### src/rtl/multicycle_ctrl.sv
// multicycle_ctrl: control FSM for the multicycle MIPS core.
// Steps each instruction through IF/ID/EXE/MEM/WB and decodes the datapath
// strobes from the registered state plus the opcode and ALU zero flag.
// Each instruction raises PCWre for exactly one cycle, in the state where it
// retires. PCWre never rises once the FSM reaches HALT.
module multicycle_ctrl #(
  parameter int CNT_W = 32
) (
  input  logic             CLK,
  input  logic             RST,
  input  logic [5:0]       opcode,
  input  logic             zero,
  output logic [3:0]       state,
  output logic             PCWre,
  output logic             IRWre,
  output logic [1:0]       PCSrc,
  output logic             ALUSrcA,
  output logic             ALUSrcB,
  output logic [2:0]       ALUOp,
  output logic             ExtSel,
  output logic [1:0]       RegDst,
  output logic             RegWre,
  output logic             WrRegDSrc,
  output logic             DBDataSrc,
  output logic             mRD,
  output logic             mWR,
  output logic             halted,
  output logic [CNT_W-1:0] instr_count
);

  typedef enum logic [3:0] {
    S_IF     = 4'b0000,
    S_ID     = 4'b0001,
    S_EXE_LS = 4'b0010,
    S_MEM    = 4'b0011,
    S_WB_LD  = 4'b0100,
    S_EXE_BR = 4'b0101,
    S_EXE_AL = 4'b0110,
    S_WB_AL  = 4'b0111,
    S_HALT   = 4'b1000
  } state_t;

  localparam logic [5:0] OP_ADD  = 6'b000000;
  localparam logic [5:0] OP_SUB  = 6'b000001;
  localparam logic [5:0] OP_ADDI = 6'b000010;
  localparam logic [5:0] OP_OR   = 6'b010000;
  localparam logic [5:0] OP_AND  = 6'b010001;
  localparam logic [5:0] OP_ORI  = 6'b010010;
  localparam logic [5:0] OP_SLL  = 6'b011000;
  localparam logic [5:0] OP_SLT  = 6'b100110;
  localparam logic [5:0] OP_SLTI = 6'b100111;
  localparam logic [5:0] OP_SW   = 6'b110000;
  localparam logic [5:0] OP_LW   = 6'b110001;
  localparam logic [5:0] OP_BEQ  = 6'b110100;
  localparam logic [5:0] OP_BNE  = 6'b110101;
  localparam logic [5:0] OP_J    = 6'b111000;
  localparam logic [5:0] OP_JR   = 6'b111001;
  localparam logic [5:0] OP_JAL  = 6'b111010;
  localparam logic [5:0] OP_HALT = 6'b111111;

  state_t           r_state;
  state_t           w_next_state;
  logic [CNT_W-1:0] r_instr_count;

  logic w_is_rtype;
  logic w_is_itype;
  logic w_is_alu;
  logic w_is_ls;
  logic w_is_br;
  logic w_is_jmp;
  logic w_is_halt;
  logic w_is_nop;
  logic w_br_taken;

  // ALU operation selected by the arithmetic/logic opcodes
  function automatic logic [2:0] alu_op_of(input logic [5:0] op);
    case (op)
      OP_SUB:          alu_op_of = 3'b001;
      OP_SLL:          alu_op_of = 3'b010;
      OP_OR, OP_ORI:   alu_op_of = 3'b011;
      OP_AND:          alu_op_of = 3'b100;
      OP_SLT, OP_SLTI: alu_op_of = 3'b101;
      default:         alu_op_of = 3'b000;
    endcase
  endfunction

  // Opcode class decode; anything unrecognised falls through to nop
  always_comb begin
    w_is_rtype = (opcode == OP_ADD) || (opcode == OP_SUB) || (opcode == OP_OR) ||
                 (opcode == OP_AND) || (opcode == OP_SLL) || (opcode == OP_SLT);
    w_is_itype = (opcode == OP_ADDI) || (opcode == OP_ORI) || (opcode == OP_SLTI);
    w_is_alu   = w_is_rtype || w_is_itype;
    w_is_ls    = (opcode == OP_SW) || (opcode == OP_LW);
    w_is_br    = (opcode == OP_BEQ) || (opcode == OP_BNE);
    w_is_jmp   = (opcode == OP_J) || (opcode == OP_JR) || (opcode == OP_JAL);
    w_is_halt  = (opcode == OP_HALT);
    w_is_nop   = !(w_is_alu || w_is_ls || w_is_br || w_is_jmp || w_is_halt);
    w_br_taken = ((opcode == OP_BEQ) && zero) || ((opcode == OP_BNE) && !zero);
  end

  // State register; reset abandons any in-flight instruction
  always_ff @(posedge CLK) begin
    if (RST) r_state <= S_IF;
    else     r_state <= w_next_state;
  end

  // Retired-instruction counter, advanced on the same edge as the PC load
  always_ff @(posedge CLK) begin
    if (RST)        r_instr_count <= '0;
    else if (PCWre) r_instr_count <= r_instr_count + CNT_W'(1);
  end

  // Next-state and per-state control strobes
  always_comb begin
    w_next_state = S_IF;
    PCWre        = 1'b0;
    IRWre        = 1'b0;
    PCSrc        = 2'b00;
    ALUSrcA      = 1'b0;
    ALUSrcB      = 1'b0;
    ALUOp        = 3'b000;
    RegDst       = 2'b00;
    RegWre       = 1'b0;
    WrRegDSrc    = 1'b0;
    DBDataSrc    = 1'b0;
    mRD          = 1'b0;
    mWR          = 1'b0;
    halted       = 1'b0;
    case (r_state)
      S_IF: begin
        IRWre        = 1'b1;
        w_next_state = S_ID;
      end
      S_ID: begin
        if (w_is_jmp || w_is_nop) begin
          // Jumps and nops retire straight out of decode
          PCWre        = 1'b1;
          w_next_state = S_IF;
          if ((opcode == OP_J) || (opcode == OP_JAL)) PCSrc = 2'b11;
          else if (opcode == OP_JR)                   PCSrc = 2'b10;
          if (opcode == OP_JAL) begin
            RegWre    = 1'b1;
            RegDst    = 2'b10;
            WrRegDSrc = 1'b0;
          end
        end else if (w_is_br) begin
          w_next_state = S_EXE_BR;
        end else if (w_is_ls) begin
          w_next_state = S_EXE_LS;
        end else if (w_is_halt) begin
          w_next_state = S_HALT;
        end else begin
          w_next_state = S_EXE_AL;
        end
      end
      S_EXE_AL: begin
        ALUOp        = alu_op_of(opcode);
        ALUSrcA      = (opcode == OP_SLL);
        ALUSrcB      = w_is_itype;
        w_next_state = S_WB_AL;
      end
      S_WB_AL: begin
        ALUOp        = alu_op_of(opcode);
        ALUSrcA      = (opcode == OP_SLL);
        ALUSrcB      = w_is_itype;
        RegWre       = 1'b1;
        RegDst       = w_is_rtype ? 2'b01 : 2'b00;
        WrRegDSrc    = 1'b1;
        PCWre        = 1'b1;
        w_next_state = S_IF;
      end
      S_EXE_BR: begin
        ALUOp        = 3'b001;
        PCSrc        = w_br_taken ? 2'b01 : 2'b00;
        PCWre        = 1'b1;
        w_next_state = S_IF;
      end
      S_EXE_LS: begin
        ALUSrcB      = 1'b1;
        w_next_state = S_MEM;
      end
      S_MEM: begin
        ALUSrcB = 1'b1;
        if (opcode == OP_SW) begin
          mWR          = 1'b1;
          PCWre        = 1'b1;
          w_next_state = S_IF;
        end else begin
          mRD          = 1'b1;
          w_next_state = S_WB_LD;
        end
      end
      S_WB_LD: begin
        ALUSrcB      = 1'b1;
        RegWre       = 1'b1;
        RegDst       = 2'b00;
        DBDataSrc    = 1'b1;
        WrRegDSrc    = 1'b1;
        PCWre        = 1'b1;
        w_next_state = S_IF;
      end
      S_HALT: begin
        halted       = 1'b1;
        w_next_state = S_HALT;
      end
      default: w_next_state = S_IF;
    endcase
  end

  assign ExtSel      = (opcode != OP_ORI);
  assign state       = r_state;
  assign instr_count = r_instr_count;

endmodule

### config.mk
export PLATFORM = sky130hd
export DESIGN_NAME = multicycle_ctrl
export DESIGN_NICKNAME = d
export VERILOG_FILES = /design/src/rtl/multicycle_ctrl.sv
export SDC_FILE = /design/constraint.sdc
export NUM_CORES = 1
export LEC_CHECK = 0
export CORE_ASPECT_RATIO = 0.7
export CORE_MARGIN = 5
export CORE_UTILIZATION = 38
export CTS_CLUSTER_SIZE = 30
export DETAILED_ROUTE_END_ITERATION = 12
export GPL_TIMING_DRIVEN = 1
export PLACE_DENSITY = 0.74
export SLEW_MARGIN = 10
export SYNTH_ARGS = -nofsm -noshare
export SYNTH_HDL_FRONTEND = slang
export SYNTH_SLANG_ARGS = --single-unit
### constraint.sdc
create_clock -name CLK -period 1.96 [get_ports CLK]
set_clock_uncertainty 0.1 [all_clocks]
set_input_delay 0.196 -clock CLK [delete_from_list [all_inputs] [get_ports CLK]]
set_output_delay 0.196 -clock CLK [all_outputs]
set_load 0.1 [all_outputs]
Word-level counts from Yosys, hierarchy flattened --
Index checks and enable logic that the tools add are counted.
Storage, ports and cells: bits in registers 36, input bits 9, word-level logic and storage cells 91
Cells by class: eq/ne operators 25, add/sub/neg operators 1, mux-type cells 32, reduce and logical (&&, ||, !) cells 31
Operators by type and width (count):
- 6-bit == test (second input constant) | 10
- 32-bit by 1-bit adder with 32-bit output (second input constant) | 1
- 6-bit by 5-bit == test with 1-bit output (second input constant) | 4
- 4-bit case mux with 6 select lines | 1
- 1-bit logical OR | 19
- 4-bit by 3-bit == test with 1-bit output (second input constant) | 4
- 4-bit 2-to-1 mux | 4
- 3-bit case mux with 5 select lines | 1
- 1-bit 2-to-1 mux | 14
- 2-bit 2-to-1 mux | 5
- 4-bit by 2-bit == test with 1-bit output (second input constant) | 2
- 2-bit case mux with 2 select lines | 2
- 2-bit OR reduction | 4
- 6-bit by 1-bit == test with 1-bit output (second input constant) | 1
- 6-bit by 2-bit == test with 1-bit output (second input constant) | 1
- 6-bit logical NOT | 1
- 6-bit by 5-bit inequality test with 1-bit output (second input constant) | 1
- 3-bit case mux with 2 select lines | 1
- 3-bit OR reduction | 2
- 4-bit by 1-bit == test with 1-bit output (second input constant) | 1
- 4-bit == test (second input constant) | 1
- 4-bit logical NOT | 1
- 1-bit case mux with 2 select lines | 2
- 3-bit 2-to-1 mux | 1
- other kinds (3) | 5

Longest topological paths before layout --
Gate-level depths: netlist of run 1.
depth in word-level cells 15, depth in mapped cells 9, depth with buffers taken out 6

Worst setup path before layout of run 1 --
Ideal clock, no wire load.
kind reg2out, from reg r_state[0], in the netlist state[0], to out RegWre, cell stages (with the launch flop) 7, required time 1.664 ns, data arrival time 4.703 ns, path buffers 1, path slack -3.039 ns, cells stage by stage dfxtp_1 -> clkbuf_1 -> nand2b_1 -> nor3_1 -> nand3_1 -> nor3b_1 -> or2_2
Between the ends: cells in the longest elaborated chain, start to end 3
Ends and longest elaborated chain:
- start, declared | line 61 | state_t r_state;
- start signal, assigned | line 104 | else r_state <= w_next_state;
- 4-bit by 3-bit == test with 1-bit output | line 129 | case (r_state)
- 2-bit OR reduction (no source line)
- 1-bit case mux with 2 select lines * | line 129
- end, declared | line 22 | output logic RegWre,
Mark *: on every way between the ends. The rest lies on a longest branch, timed or not.

Worst setup path after layout of run 1 --
from in opcode[3], to reg r_instr_count[9], in the netlist instr_count[9]
Between the ends: cells in the longest elaborated chain, start to end 15
Ends and longest elaborated chain:
- start, declared | line 11 | input logic [5:0] opcode,
- 6-bit by 1-bit == test with 1-bit output / 6-bit logical NOT (equally long branches) | line 89 | w_is_rtype = (opcode == OP_ADD) || (opcode == OP_SUB) || (opcode == OP_OR) ||
- 1-bit logical OR (3 in a row) | line 89
- 1-bit logical OR (2 in a row) | line 90 | (opcode == OP_AND) || (opcode == OP_SLL) || (opcode == OP_SLT);
- 1-bit logical OR | line 92 | w_is_alu = w_is_rtype || w_is_itype;
- 1-bit logical OR (4 in a row) | line 97 | w_is_nop = !(w_is_alu || w_is_ls || w_is_br || w_is_jmp || w_is_halt);
- 1-bit logical NOT | line 97
- 1-bit logical OR | line 135 | if (w_is_jmp || w_is_nop) begin
- 1-bit 2-to-1 mux | line 135
- 1-bit case mux with 3 select lines * | line 129
- end signal, assigned | line 110 | else if (PCWre) r_instr_count <= r_instr_count + CNT_W'(1);
- end, declared | line 63 | logic [CNT_W-1:0] r_instr_count;
Marked as above. A chain may end at the register's enable or synchronous reset.

==> flow_metrics.py, run 1 <==
metrics = {
    "outcome": {
        "status": "finished with violations",
        "violations": "negative setup slack",
    },
    "placement": {
        "gp_congestion": 0.851,
        "io_buffers": 62,
        "hpwlAfterDp_um": 5530,
        "dp_slack_ns": -0.609,
    },
    "sta": {
        "drv_slew": 0,
        "finalHoldWorstSlack_ns": 0.207,
        "finalSetupViolations": 17,
        "final-hold-violation-count": 0,
        "slew_headroom_pct": 75.9,
        "worst-slew-pin-transition_ns": 0.358,
        "rsz0062_at_grt": "true",
        "fin_crit_sh_pct": 105,
        "fin_setup_tns_ns": -0.832,
        "fmax_ghz": 0.484,
        "fin_crit_ns": 2.06,
        "layout_setup_ws_ns": -0.104,
    },
    "setup_path": {
        "cpMaxStageDelayCell": "or4_4",
        "ff2ff_path_depth": 7,
        "r2r_slack_ns": -0.08,
        "crit_buf_inv": 5,
        "timing.rr.end": "instr_count[9]",
        "cp-end-kind": "flop",
        "worstPathArrival_ns": 2.18,
        "path_class": "primary input to flop",
        "cpLargestDelayFamily": "simple AND/OR/NAND/NOR gates",
        "required_ns": 2.08,
        "cp_cell_sequence": "buf_8 > buf_6 > buf_4 > nor3_2 > nand2_1 > o21ai_4 > o21ai_4 > buf_12 > buf_12 > or4_4 > a21oi_2",
        "slowest_delay_ns": 0.51,
        "start_kind": "primary input",
        "r2r-start": "state[1]",
        "crit_fanout": 6,
    },
    "grt": {
        "antenna_found_initial": 0,
        "grt_overflow": 0,
        "grtUsageTotal_pct": 21.2,
        "grt_pass1_wl_um": 12500,
        "grt_pass1_vias": 2528,
        "grt_max_degree": 25,
    },
    "clock_tree": {
        "htree_levels": 2,
        "numCtsBuffers": 5,
        "cts-root-buf": "clkbuf_8",
        "clock_path_buffers": 2,
        "path_clk_slew_ns": 0.07,
        "postCtsHoldBufs": 0,
        "cts.sinks": 36,
        "insertion_delay_ns": 0.30,
        "cts_tree": "built",
    },
    "flow_run": {
        "maxCapViolations": 0,
    },
    "synthesis": {
        "synth_top_area_share_pct": 32.9,
        "synth_top_flop_cell": "dfxtp_1",
        "syn_area_um2": 2190,
        "synth_edf_count": 0,
        "synth_common_cells": "dfxtp_1, a21oi_1, nor2_1",
        "synth_area_leader_cell": "dfxtp_1",
        "synth.distinct_cells": 50,
        "ys_top_cells_by_area": "dfxtp_1, a21oi_1, o31ai_1",
        "seq_area_frac_synth_pct": 32.9,
        "ys_seq_elements": 36,
        "syn_avg_cell_area_um2": 7.71,
        "async_flop_share_pct": 0,
        "synth_cells": 284,
        "synth_most_common_cell": "dfxtp_1",
        "synth_nets": 294,
        "ys_warn_count": 0,
    },
    "worst_hold_path": {
        "holdPathEnd": "state[2]",
        "min-delay-path-class": "primary input to flop",
        "whs_path_depth": 4,
        "holdCritStartpoint": "opcode[4]",
    },
    "power_and_ir_drop": {
        "power.share.sequential_pct": 37.2,
        "power_frac_comb_pct": 31.7,
        "power_switching_w": 0.000655,
        "ir_drop_uv": 434,
        "switching_share_pct": 33.1,
        "p_int_w": 0.00132,
        "pwr-share-clk_pct": 31.1,
        "power_density_nw_per_um2": 475,
        "leakage_nw": 1.61,
    },
    "die": {
        "rows": 23,
        "io_pins": 63,
        "die_w_um": 101,
        "initial_core_util_pct": 38.6,
        "fp.dieArea_um2": 7400,
        "die_h_um": 73.5,
        "coreArea_um2": 5670,
    },
    "layout": {
        "antenna_cells": 0,
        "syn_to_final_growth_pct": 90.2,
        "multi_input_area_um2": 1750,
        "fin_util_pct": 73.5,
        "final-seq-area_um2": 805,
        "fillers": 371,
        "drive_above_1_share_pct": 59.4,
        "fin_nets": 415,
    },
    "routing": {
        "drtIter0Drc": 201,
        "wl_per_cell_um": 18.3,
        "detail_route.first_pass.iterations": 6,
        "routed_wl_um": 8800,
        "num_vias": 2843,
        "routed_via_density": 5.91,
        "ant_nets": 0,
        "drc": 0,
    },
}
state kept, by name, summed over array words and instances (netlist names):
signal / flops
state: 4
instr_count: 32
repair_timing:
action                     4_1_cts  5_1_grt
resized for setup               42       37
setup endpoints to repair       47       32
pin swaps                       15       29
setup buffers                   11       10
gates cloned                     1        1
worst max-delay path by stage:
| stage | startpoint | to | slack [ns] | cells after the start |
|---|---|---|---|---|
| after floorplan | state[0] | RegWre | -0.82 | 6 |
| after global placement | opcode[3] | instr_count[15] | -0.55 | 9 |
| after detailed placement | opcode[3] | instr_count[17] | -0.61 | 9 |
| after CTS | state[1] | RegWre | -0.03 | 6 |
| after global routing | opcode[3] | instr_count[9] | -0.17 | 11 |
| final | opcode[3] | instr_count[9] | -0.10 | 11 |
stage by stage:
stage | cell area, um^2 | std cells | power (W)
floorplan | 2610 | 284 | 0.00107
global placement | 3660 | 450 | 0.00123
detailed placement | 3660 | 450 | 0.00124
CTS | 3920 | 470 | 0.00189
global route | 4170 | 481 | 0.00203
finish | 4170 | 481 | 0.00198
kinds of logic after synthesis:
logic type	share of synthesized area (%)
simple gates	33.5
compound gates	25.1
flops	32.9
buf+inv	5.49
xor+xnor	2.00
mux	0.457
fa+ha+maj	0.571
worst register-to-register path: cells and delay by family (launching register included):
kind            cells  cell delay, ns
simple gates        2            0.69
flops               1            0.37
compound gates      3            0.53
buf+inv             2            0.27
placed cells by master (no fill, tap or decap), drive strengths merged, types with 3 or more instances in the layout:
cell type / Yosys / final
o21ai: 19 / 19
nand3: 13 / 13
and3: 7 / 7
and4: 6 / 6
o31ai: 14 / 14
nor3b: 3 / 3
clkbuf: 13 / 8
or3: 13 / 13
nor3: 6 / 6
inv: 9 / 6
buf: 7 / 130
clkinvlp: 0 / 3
nand2b: 4 / 4
nor2b: 6 / 6
a211oi: 3 / 3
nand3b: 3 / 3
nand4: 6 / 6
dfxtp: 36 / 36
nor2: 19 / 19
nand2: 18 / 18
or4: 13 / 13
xnor2: 3 / 3
a21oi: 34 / 34
power by group through the flow:
| stage | Combinational, W | Sequential [W] | Clock (W) |
|---|---|---|---|
| after floorplan | 0.000249 | 0.000816 | 0 |
| after global placement | 0.000481 | 0.000751 | 0 |
| after detailed placement | 0.000488 | 0.000753 | 0 |
| after CTS | 0.000548 | 0.000735 | 0.000612 |
| after global routing | 0.000652 | 0.000737 | 0.000645 |
| final | 0.000627 | 0.000735 | 0.000615 |
metal layers:
metal	part of all wire, %	global-route usage [%]	wire (um)	vias up
li1	-	-	-	1315
met1	44	29.2	3840	1379
met2	48	34.0	4230	126
met3	6.1	3.98	534	23
met4	2.2	6.13	195	0
met5	0	0	0	-
cell type report:
class                   instances  area share (%)
inverters                       9            1.08
clock buffers                   7            2.34
multi-input cells             219            41.9
well taps                      75            2.25
flip-flops and latches         36            19.3
repair buffers                134            33.0
clock inverters                 1           0.120
Note: power is estimated with default switching activity, not from simulation.
==> run 2, diff against run 1 <==
--- a/config.mk
+++ b/config.mk
@@ -11,7 +11,7 @@
 export CTS_CLUSTER_SIZE = 30
 export DETAILED_ROUTE_END_ITERATION = 12
 export GPL_TIMING_DRIVEN = 1
-export PLACE_DENSITY = 0.74
+export PLACE_DENSITY = 0.69
 export SLEW_MARGIN = 10
 export SYNTH_ARGS = -nofsm -noshare
 export SYNTH_HDL_FRONTEND = slang
==> constraint.sdc (replaced) <==
create_clock -name CLK -period 1.8 [get_ports CLK]
set_clock_uncertainty 0.1 [all_clocks]
set_input_delay 0.18 -clock CLK [delete_from_list [all_inputs] [get_ports CLK]]
set_output_delay 0.18 -clock CLK [all_outputs]
set_load 0.1 [all_outputs]
==> run 2 against run 1 <==
Count of clock-buffer cells in the layout down 1. Register-to-register slack worse by 0.26 ns. Utilization up 17 points. Die area unchanged. Worst hold slack better by 0.0057 ns. First-iteration DRC count up 140%. The flow still finishes with violations (negative setup slack).
==> flow_metrics.py, run 2 (synthesis gave the netlist of run 1 again) <==
metrics = {
    "routing": {
        "drc": 0,
        "ant_nets": 0,
        "drtIter0Drc": 478,
        "detail_route.first_pass.iterations": 7,
        "routed_wl_um": 13100,
        "routed_via_density": 6.42,
        "num_vias": 3421,
        "wl_per_cell_um": 24.6,
    },
    "layout": {
        "drive_above_1_share_pct": 72.7,
        "final_common_cell": "buf_4",
        "antenna_cells": 0,
        "fillers": 193,
        "most-common-layout-cells": "buf_4, buf_12, buf_6",
        "finalInstanceArea_um2": 5160,
        "largest_reg_flops": 32,
        "fin_nets": 467,
        "syn_to_final_growth_pct": 135,
        "fin_util_pct": 91.0,
    },
    "placement": {
        "place_area_um2": 4210,
        "gp_congestion": 0.879,
        "io_buffers": 62,
        "hpwlAfterDp_um": 6090,
    },
    "die": {
        "initial_core_util_pct": 38.6,
        "die_h_um": 73.5,
        "io_pins": 63,
        "die_w_um": 101,
        "rows": 23,
        "fp.dieArea_um2": 7400,
        "coreArea_um2": 5670,
    },
    "sta": {
        "layout_setup_ws_ns": -0.338,
        "drv_slew": 0,
        "slew_headroom_pct": 75.6,
        "worst-slew-pin-transition_ns": 0.363,
        "finalHoldWorstSlack_ns": 0.213,
        "fmax_ghz": 0.468,
        "final-hold-violation-count": 0,
        "fin_crit_sh_pct": 119,
        "rsz0062_at_grt": "true",
        "fin_crit_ns": 2.14,
        "finalSetupViolations": 47,
    },
    "setup_path": {
        "slowest_delay_ns": 0.51,
        "cp-end-kind": "flop",
        "start_kind": "flop",
        "worstPathArrival_ns": 2.28,
        "cpMaxStageDelayCell": "or4_1",
        "required_ns": 1.94,
        "cp_cell_sequence": "nand2b_4 > buf_6 > a211oi_4 > o21ai_4 > buf_12 > buf_12 > or4_1 > a21oi_1",
        "crit_fanout": 7,
        "path_class": "flop to flop",
        "cpMostUsedCell": "buf_12",
    },
    "outcome": {
        "violations": "negative setup slack",
        "status": "finished with violations",
    },
    "clock_tree": {
        "insertion_delay_ns": 0.31,
        "clock_path_buffers": 2,
        "path_clk_slew_ns": 0.08,
        "cts_tree": "built",
        "htree_levels": 2,
        "cts-root-buf": "clkbuf_8",
        "cts.sinks": 36,
        "numCtsBuffers": 5,
    },
    "power_and_ir_drop": {
        "power_density_nw_per_um2": 436,
        "power_w": 0.00225,
        "leakage_nw": 1.98,
        "ir_drop_uv": 508,
    },
    "grt": {
        "grt_pass1_wl_um": 17300,
        "grt_util_met2_pct": 50.1,
        "antenna_found_initial": 0,
        "grtUsageTotal_pct": 30.5,
        "grt_busiest_layer": "met2",
        "grt_pass1_vias": 3216,
        "grt_max_degree": 22,
        "grt_use_met1_pct": 37.4,
        "grtUsageMet3_pct": 8.06,
        "grt_overflow": 0,
    },
    "flow_run": {
        "maxCapViolations": 0,
    },
    "worst_hold_path": {
        "min-delay-path-class": "primary input to flop",
    },
}
run 2: changes by cell type in the layout (fill, tap and decap cells not counted), sizes merged:
cell,previous run,this run
buf,130,183
clkbuf,8,6
bufbuf,1,0
clkinv,1,2
o21ai,19,20
run 2: what timing repair did:
item | in CTS | in global routing
resized for setup | 71 | 79
cloned | 3 | 0
endpoints found under the setup margin | 52 | 52
hold buffers | 0 | 0
pin swaps | 30 | 43
setup buffers | 31 | 22
run 2: final cells by class:
cell class	count	area (um^2)	share of cell area, %
Sequential cell	36	805	15.6
Clock buffer	6	82.6	1.60
Inverter	9	47.5	0.922
Multi-Input combinational cell	220	1990	38.7
Clock inverter	2	10.0	0.194
Tap cell	75	93.8	1.82
Timing Repair Buffer	185	2120	41.2
run 2: worst paths after layout:
check                                       end  slack, ns  cells past startpoint             from
worst max-delay path            instr_count[21]      -0.34                      8         state[1]
worst min-delay path                   state[3]       0.21                      4        opcode[5]
worst max register to register  instr_count[21]      -0.34                      8         state[1]
worst min register to register  instr_count[26]       0.40                      2  instr_count[26]
run 2: where the power goes:
group          switching (W)  internal, W  total, W
Sequential         0.0000118     0.000786  0.000797
Combinational       0.000460     0.000356  0.000815
Clock               0.000329     0.000306  0.000635
run 2: layer usage:
metal  routed length (um)  vias up
met5                    0        -
met4                  582        0
met3                 1430       84
met2                 6040      276
met1                 5030     1644
li1                     -     1417
run 2: through the flow:
| step | TNS [ns] | cells | setup WS, ns |
|---|---|---|---|
| 2_1_floorplan | -13.32 | 284 | -0.946 |
| 3_3_place_gp | -26.05 | 475 | -0.688 |
| 3_5_place_dp | -28.66 | 475 | -0.783 |
| 4_1_cts | -6.19 | 517 | -0.249 |
| 5_1_grt | -11.13 | 533 | -0.405 |
| 6_report | -9.23 | 533 | -0.338 |
run 2: worst max-delay path, delay by kind of cell (launching register included):
family | cells | cell delay [ns]
and+or+nand+nor | 2 | 0.66
AOI/OAI and AO/OA | 3 | 0.54
buffers and inverters | 3 | 0.41
DFF | 1 | 0.36
